[src/rtl/mult_seq_feeder_if.sv]
// Handshake/stream bundle for mult_seq_feeder: a packed pair of input vectors
// with a valid/ready accept, and a strobed product stream with last/busy flags.
interface mult_seq_feeder_if #(
    parameter int pDATA_IN_W       = 8,
    parameter int pNUM_OF_ELEMENTS = 9
);
    logic [pNUM_OF_ELEMENTS*pDATA_IN_W-1:0] idata_a;
    logic [pNUM_OF_ELEMENTS*pDATA_IN_W-1:0] idata_b;
    logic                                   ivalid;
    logic                                   oready;
    logic [2*pDATA_IN_W-1:0]                odata;
    logic                                   odata_en;
    logic                                   olast;
    logic                                   obusy;

    // Producer of vectors / consumer of products
    modport master (
        output idata_a, idata_b, ivalid,
        input  oready, odata, odata_en, olast, obusy
    );

    // The multiply feeder itself
    modport slave (
        input  idata_a, idata_b, ivalid,
        output oready, odata, odata_en, olast, obusy
    );
endinterface

[src/rtl/mult_seq_feeder.sv]
// Sequential multiply front-end: captures one pair of element vectors and
// streams their element-wise full-precision products, one per clock, with a
// strobe and a last flag on the final product. No backpressure downstream.
module mult_seq_feeder #(
    parameter int pDATA_IN_W       = 8,
    parameter int pNUM_OF_ELEMENTS = 9,
    parameter bit pSIGNED          = 1'b1
) (
    input  logic             iclk,
    input  logic             irst,
    mult_seq_feeder_if.slave bus
);
    localparam int W     = pDATA_IN_W;
    localparam int N     = pNUM_OF_ELEMENTS;
    localparam int CNT_W = (N > 1) ? $clog2(N) : 1;
    localparam logic [CNT_W-1:0] CNT_LAST = CNT_W'(N - 1);

    typedef enum logic {
        IDLE = 1'b0,
        RUN  = 1'b1
    } state_t;

    state_t           state_reg;
    logic [CNT_W-1:0] cnt_reg;

    // Captured operand vectors, one register per element
    logic [W-1:0] vec_a_reg [N];
    logic [W-1:0] vec_b_reg [N];

    // Element selected by the counter, widened to product width
    logic [W-1:0]   sel_a;
    logic [W-1:0]   sel_b;
    logic [2*W-1:0] ext_a;
    logic [2*W-1:0] ext_b;
    logic [2*W-1:0] prod;

    // Registered outputs
    logic [2*W-1:0] odata_reg;
    logic           odata_en_reg;
    logic           olast_reg;
    logic           oready_reg;
    logic           obusy_reg;

    // A vector is taken only while idle; anything offered during RUN is dropped
    logic capture;
    assign capture = (state_reg == IDLE) && bus.ivalid;

    genvar gi;
    generate
        for (gi = 0; gi < N; gi++) begin : g_vec
            // Load element gi of both vectors on accept so inputs need not be held
            always_ff @(posedge iclk or posedge irst) begin
                if (irst) begin
                    vec_a_reg[gi] <= '0;
                    vec_b_reg[gi] <= '0;
                end else if (capture) begin
                    vec_a_reg[gi] <= bus.idata_a[gi*W +: W];
                    vec_b_reg[gi] <= bus.idata_b[gi*W +: W];
                end
            end
        end
    endgenerate

    // Pick the operand pair addressed by the element counter
    always_comb begin
        sel_a = '0;
        sel_b = '0;
        for (int i = 0; i < N; i++) begin
            if (cnt_reg == CNT_W'(i)) begin
                sel_a = vec_a_reg[i];
                sel_b = vec_b_reg[i];
            end
        end
    end

    // Extend operands to product width; the low 2W bits of the product of
    // two extended operands is the exact full-precision result
    generate
        if (pSIGNED) begin : g_signed
            assign ext_a = {{W{sel_a[W-1]}}, sel_a};
            assign ext_b = {{W{sel_b[W-1]}}, sel_b};
        end else begin : g_unsigned
            assign ext_a = {{W{1'b0}}, sel_a};
            assign ext_b = {{W{1'b0}}, sel_b};
        end
    endgenerate

    assign prod = ext_a * ext_b;

    // Control FSM: IDLE waits for a vector, RUN emits one product per cycle.
    // odata is only written in RUN, so it holds its value between streams.
    always_ff @(posedge iclk or posedge irst) begin
        if (irst) begin
            state_reg    <= IDLE;
            cnt_reg      <= '0;
            odata_reg    <= '0;
            odata_en_reg <= 1'b0;
            olast_reg    <= 1'b0;
            oready_reg   <= 1'b1;
            obusy_reg    <= 1'b0;
        end else begin
            odata_en_reg <= 1'b0;
            olast_reg    <= 1'b0;
            case (state_reg)
                IDLE: begin
                    if (bus.ivalid) begin
                        state_reg  <= RUN;
                        cnt_reg    <= '0;
                        oready_reg <= 1'b0;
                        obusy_reg  <= 1'b1;
                    end else begin
                        oready_reg <= 1'b1;
                        obusy_reg  <= 1'b0;
                    end
                end
                RUN: begin
                    odata_reg    <= prod;
                    odata_en_reg <= 1'b1;
                    // Busy stays high through the final strobe cycle
                    obusy_reg    <= 1'b1;
                    if (cnt_reg == CNT_LAST) begin
                        state_reg  <= IDLE;
                        cnt_reg    <= '0;
                        olast_reg  <= 1'b1;
                        oready_reg <= 1'b1;
                    end else begin
                        cnt_reg <= cnt_reg + 1'b1;
                    end
                end
                default: begin
                    state_reg  <= IDLE;
                    cnt_reg    <= '0;
                    oready_reg <= 1'b1;
                    obusy_reg  <= 1'b0;
                end
            endcase
        end
    end

    assign bus.oready   = oready_reg;
    assign bus.odata    = odata_reg;
    assign bus.odata_en = odata_en_reg;
    assign bus.olast    = olast_reg;
    assign bus.obusy    = obusy_reg;

endmodule

[src/flat_wrapper.sv]
// flat-port wrapper written by rule: the top's interface ports become plain ports
module mult_seq_feeder_flat 
#(
    parameter int pDATA_IN_W       = 8,
    parameter int pNUM_OF_ELEMENTS = 9,
    parameter bit pSIGNED          = 1'b1
)
  (iclk, irst, bus_idata_a, bus_idata_b, bus_ivalid, bus_oready, bus_odata, bus_odata_en, bus_olast, bus_obusy);
  mult_seq_feeder_if #(.pDATA_IN_W(pDATA_IN_W), .pNUM_OF_ELEMENTS(pNUM_OF_ELEMENTS)) bus_i ();
  input  logic iclk;
  input  logic irst;
  input wire logic [$bits(bus_i.idata_a)-1:0] bus_idata_a;
  input wire logic [$bits(bus_i.idata_b)-1:0] bus_idata_b;
  input wire logic [$bits(bus_i.ivalid)-1:0] bus_ivalid;
  output wire logic [$bits(bus_i.oready)-1:0] bus_oready;
  output wire logic [$bits(bus_i.odata)-1:0] bus_odata;
  output wire logic [$bits(bus_i.odata_en)-1:0] bus_odata_en;
  output wire logic [$bits(bus_i.olast)-1:0] bus_olast;
  output wire logic [$bits(bus_i.obusy)-1:0] bus_obusy;
  assign bus_i.idata_a = bus_idata_a;
  assign bus_i.idata_b = bus_idata_b;
  assign bus_i.ivalid = bus_ivalid;
  assign bus_oready = bus_i.oready;
  assign bus_odata = bus_i.odata;
  assign bus_odata_en = bus_i.odata_en;
  assign bus_olast = bus_i.olast;
  assign bus_obusy = bus_i.obusy;
  mult_seq_feeder #(.pDATA_IN_W(pDATA_IN_W), .pNUM_OF_ELEMENTS(pNUM_OF_ELEMENTS), .pSIGNED(pSIGNED)) u_core (.iclk(iclk), .irst(irst), .bus(bus_i));
endmodule
[config.mk]
export PLATFORM = sky130hd
export DESIGN_NAME = mult_seq_feeder_flat
export DESIGN_NICKNAME = d
export VERILOG_FILES = /design/src/rtl/mult_seq_feeder_if.sv /design/src/rtl/mult_seq_feeder.sv /design/src/flat_wrapper.sv
export SDC_FILE = /design/constraint.sdc
export NUM_CORES = 1
export LEC_CHECK = 0
export ABC_CLOCK_PERIOD_IN_PS = 7120
export BUFFER_PORTS_ARGS = -buffer_cell sky130_fd_sc_hd__clkbuf_2
export CELL_PAD_IN_SITES_DETAIL_PLACEMENT = 1
export CELL_PAD_IN_SITES_GLOBAL_PLACEMENT = 2
export CORE_ASPECT_RATIO = 0.7
export CORE_MARGIN = 10
export CORE_UTILIZATION = 37
export DETAILED_ROUTE_END_ITERATION = 8
export HOLD_SLACK_MARGIN = 0.02
export PLACE_DENSITY = 0.85
export SLEW_MARGIN = 10
export SYNTH_ARGS = -nofsm -noshare
export SYNTH_HDL_FRONTEND = slang
export SYNTH_SLANG_ARGS = --single-unit
[constraint.sdc]
create_clock -name iclk -period 7.12 [get_ports iclk]
set_input_delay 0.712 -clock iclk [delete_from_list [all_inputs] [get_ports iclk]]
set_output_delay 0.712 -clock iclk [all_outputs]
set_load 0.02 [all_outputs]
# After elaboration in Yosys (flattened, before gate mapping)
# Index checks and enable logic that the tools add are counted.
[totals] register_bits=169 latch_bits=0 mem_bits_rw=0 rom_bits=0 input_bits=147 out_inout_bits=20 mem_count=0
[classes] add_sub_neg=1 multipliers=1 div=0 n_lt_le_gt_ge=0 n_eq_ne=10 shift=0 n_mux=31 n_bitwise=1 n_reduce_logical=2
[ops] operator="8-bit 2-to-1 mux" count=18
[ops] operator="4-bit by 3-bit == test with 1-bit output, second input constant" count=4
[ops] operator="8-bit by 8-bit multiplier with 16-bit output" count=1
[ops] operator="4-bit by 2-bit == test with 1-bit output, second input constant" count=2
[ops] operator="4-bit 2-to-1 mux" count=2
[ops] operator="4-bit one-hot mux with 2 select lines" count=1
[ops] operator="1-bit 2-to-1 mux" count=7
[ops] operator="1-bit one-hot mux with 2 select lines" count=3
[ops] operator="4-bit by 1-bit adder with 4-bit output, second input constant" count=1
[ops] operator="4-bit by 1-bit == test with 1-bit output, second input constant" count=1
[ops] operator="4-bit == test, second input constant" count=1
[ops] operator="4-bit zero test" count=1
[ops] operator="2-bit inequality test, second input constant" count=2
[ops] operator="1-bit logical AND" count=1
[ops] operator="1-bit NOT" count=1

# Logic depth before layout (Yosys ltp)
[depth] ltp_word=11 ltp_mapped=25 depth_no_buf=21

# Worst setup path after synthesis
# No wires, ideal clock.
[synth_path] kind="flip-flop to flip-flop" from="reg u_core.cnt_reg[0]" to="reg u_core.odata_reg[15] (netlist: u_core.bus.odata[15])" arrival_time_ps=5362 required_ps=7038 slack_ps=1676 path_stages_with_launch=24 path_cell_list="dfrtp_1 inv_1 ha_1 buf_4 buf_6 buf_4 a221oi_2 o21ai_1 a31oi_1 nand2_1 fa_1 fa_1 inv_1 fa_1 inv_1 fa_1 inv_1 ha_1 buf_6 nor3_2 o211ai_1 a31o_1 or4b_1 a31oi_1"
[synth_via] elab_chain_cells=11 word_cells_on_any_way=28
[synth_rtl] element="from (decl)" line="mult_seq_feeder.sv:24" text="logic [CNT_W-1:0] cnt_reg;"
[synth_rtl] element="from (signal assigned)" line="mult_seq_feeder.sv:127" text="cnt_reg <= cnt_reg + 1'b1;"
[synth_rtl] element="4-bit zero test" line="mult_seq_feeder.sv:69" text="if (cnt_reg == CNT_W'(i)) begin"
[synth_rtl] element="8-bit 2-to-1 mux (9 in a row)" line="mult_seq_feeder.sv:69"
[synth_rtl] element="8-bit by 8-bit multiplier with 16-bit output (*)" line="mult_seq_feeder.sv:88" text="assign prod = ext_a * ext_b;"
[synth_rtl] element="to (signal assigned)" line="mult_seq_feeder.sv:117" text="odata_reg <= prod;"
[synth_rtl] element="to (decl)" line="mult_seq_feeder.sv:38" text="logic [2*W-1:0] odata_reg;"
# Every way passes the cells marked *; elsewhere a longest branch is shown, timed or not.
# A chain may end at the register's enable or synchronous reset.

# Worst setup path in the final report
[layout_path] from="reg u_core.cnt_reg[1]" to="reg u_core.odata_reg[15] (netlist: u_core.bus.odata[15])"
# The elaborated chain is that of the path after synthesis.

==> metrics.txt <==
status=completed; DIE HEIGHT=160 µm; crit-path most repeated cell=inv_1; Synth Flop Type=dfrtp_1; crit-path max cell delay=0.68 ns; count leader, synth=dfrtp_1; clk_skew=0.0138 ns; Bufs on Longest Clock Path=2; Yosys warning count=0; hold crit path type=in -> reg; Worst Setup SP=u_core.cnt_reg[1]; Post-DRT Antenna Nets=0; unrepaired setup endpoints after global routing=no; WS Path Type=reg -> reg; Worst R2R Setup Slack=0.72 ns; Worst Path Required=7.48 ns; number of distinct library cells after synthesis=63; Worst Max-Slew Pin Slew=0.987 ns; CP arrival=6.76 ns; clock-pin slew on the worst setup and hold paths=0.07 ns; Resize count post-CTS=0; Max Clock Freq=0.156 GHz; Final Cycle Share=89.9%; Initial Util=37.5%; top cell type's share of synthesized area=40.5%; post-CTS setup buffer count=0; H-tree Lvls=4; floorplan row count=51; FFs w/ async S/R, synth=100%; Slew Limit Fails=0; Yosys top cell by area=dfrtp_1; GRT Resource Usage Total=18.1%; Area Growth Syn to Fin=16.4%; Worst setup EP type=register; routed length per instance=21.0 µm; total congestion overflow=0; layout cells sized above 1=34.8%; CTS Hold Buffers Added=0; slowest CP cell=ha_2; Starting DRT DRC Count=541; Net Count, Synth=1180; clock sink count=169; CTS tree=yes; RD Place Congestion=0.866; HPWL Detailed=23500 µm; max-capacitance violation count=0; Via Count=7686; drt first pass iters=5; setup_tns=0 ns; Post-Syn Area=0.0104 mm²; Post-Syn Area per Cell=11.0 µm²; Cells after Synth=945; first-pass GRT wire length=49500 µm; Min Clock Period, post-route=6.40 ns; Area contributors post-synth=dfrtp_1 (40%), mux2_2 (15%), fa_1 (11%), ha_1 (4.0%), inv_1 (3.1%); overall routed net length=31000 µm; Ports=167; top cells by count, synth=dfrtp_1 (168), mux2_2 (140), inv_1 (87), nand2_1 (74), fa_1 (55); Via density=5.20; Final setup viols=0; Buffers on Ports=166; cells along the critical path=inv_1 > ha_2 > buf_4 > nand4b_1 > a21oi_1 > a311oi_1 > a211o_1 > nor2_1 > ha_1 > inv_1 > fa_1 > inv_1 > fa_1 > inv_1 > fa_1 > inv_1 > ha_1 > nor3_2 > o211ai_1 > a31o_1 > or4b_1 > a31oi_1; largest net degree at the start of global routing=155; Slew headroom=34.2%; core area=0.0277 mm²; post-layout net count=1329; die width=220 µm; worst reg-to-reg path cell count=22; cts bufs inserted=17; Residual DRC=0; die area=0.0353 mm²; reg2reg start=u_core.cnt_reg[1]; initial antenna violation count=0; CTS Root Cell=clkbuf_16; Critical Path Source Type=register; CP Max Fanout=39; worst-skew pair later-pin latency=0.44 ns; synthesis-stage register bit count=169; sequential fraction of the synthesis area=40.7%; # diodes=0; hold_sp=bus_idata_b[17]; number of global-route vias before repair=8465; Final Hold Fails=0; Post-synth EDFFs=0; WHS Path Cells=3
cell families after synthesis:
logic type | Yosys count | synth area share, %
adder cells (fa/ha/maj) | 88 | 14.6
AO/OA/AOI/OAI | 174 | 11.5
XOR/XNOR | 12 | 1.01
buffers and inverters | 144 | 6.39
flip-flops | 169 | 40.7
AND/OR/NAND/NOR | 215 | 10.3
multiplexers | 143 | 15.5
worst max-delay path: cells and delay by family (launching register included):
kind | cells | cell delay [ns]
fa+ha+maj | 6 | 2.82
simple gates | 4 | 1.01
flops | 1 | 0.42
buf+inv | 6 | 0.69
compound gates | 6 | 1.37
layout by cell type (no fill, tap or decap), types with 4 or more instances in the layout:
cell type,netlist,layout
a221oi_2,4,4
dfrtp_1,168,168
and2_1,4,4
mux2_2,140,140
o21ai_1,12,12
a31o_2,4,4
a21oi_2,4,4
a221oi_1,8,8
o21ai_0,25,25
nor3_1,6,6
nand2b_1,8,8
a21oi_1,35,35
ha_1,33,30
inv_1,87,86
o31ai_1,5,5
a21o_1,16,16
a31oi_1,16,16
nand3b_1,31,31
inv_6,0,4
nand2_1,74,74
nand3_1,6,6
nor2b_1,17,16
o22ai_1,9,9
nor2_1,54,54
buf_4,9,18
o21a_1,4,4
clkbuf_16,0,17
xnor2_1,10,10
clkbuf_2,0,166
fa_1,55,55
worst paths after layout:
| check | endpoint |
|---|---|
| hold / removal | u_core.vec_b_reg[49] |
| max in group asynchronous | u_core.vec_a_reg[5] |
| setup / recovery | u_core.bus.odata[15] |
| min in group asynchronous | u_core.vec_a_reg[66] |
| setup reg to reg | u_core.bus.odata[15] |
| hold reg to reg | u_core.bus.odata[10] |
per-layer routing:
metal  up-vias  share of wire, %  track usage (%)
li1       3534                 -                -
met1      3974                49             25.6
met2       161                46             27.6
met3        17               4.8             3.68
met4         0               1.1             4.19
met5         -                 0                0
area by class of cell:
type | instances | area [µm²]
repair buffers | 185 | 986
well taps | 371 | 464
flip-flops and latches | 169 | 4230
clock buffers | 20 | 447
inverters | 89 | 339
multi-input cells | 632 | 5500
clock inverters | 12 | 118
fillers | 3110 | 15600
per-stage QoR:
step | worst slack [ns] | instances | util (%) | hold slack [ns] | instance area, µm²
global placement | 0.943 | 1446 | 41.6 | 0.477 | 11500
CTS | 0.685 | 1478 | 43.6 | 0.460 | 12100
global route | 0.294 | 1478 | 43.6 | 0.474 | 12100
detailed placement | 0.700 | 1446 | 41.6 | 0.472 | 11500
finish | 0.716 | 1478 | 43.6 | 0.481 | 12100
floorplan | 1.68 | 945 | - | 0.352 | 10400
Power is not shown: default switching activity piles up to over one toggle a cycle in this logic, so the estimate is an artifact.
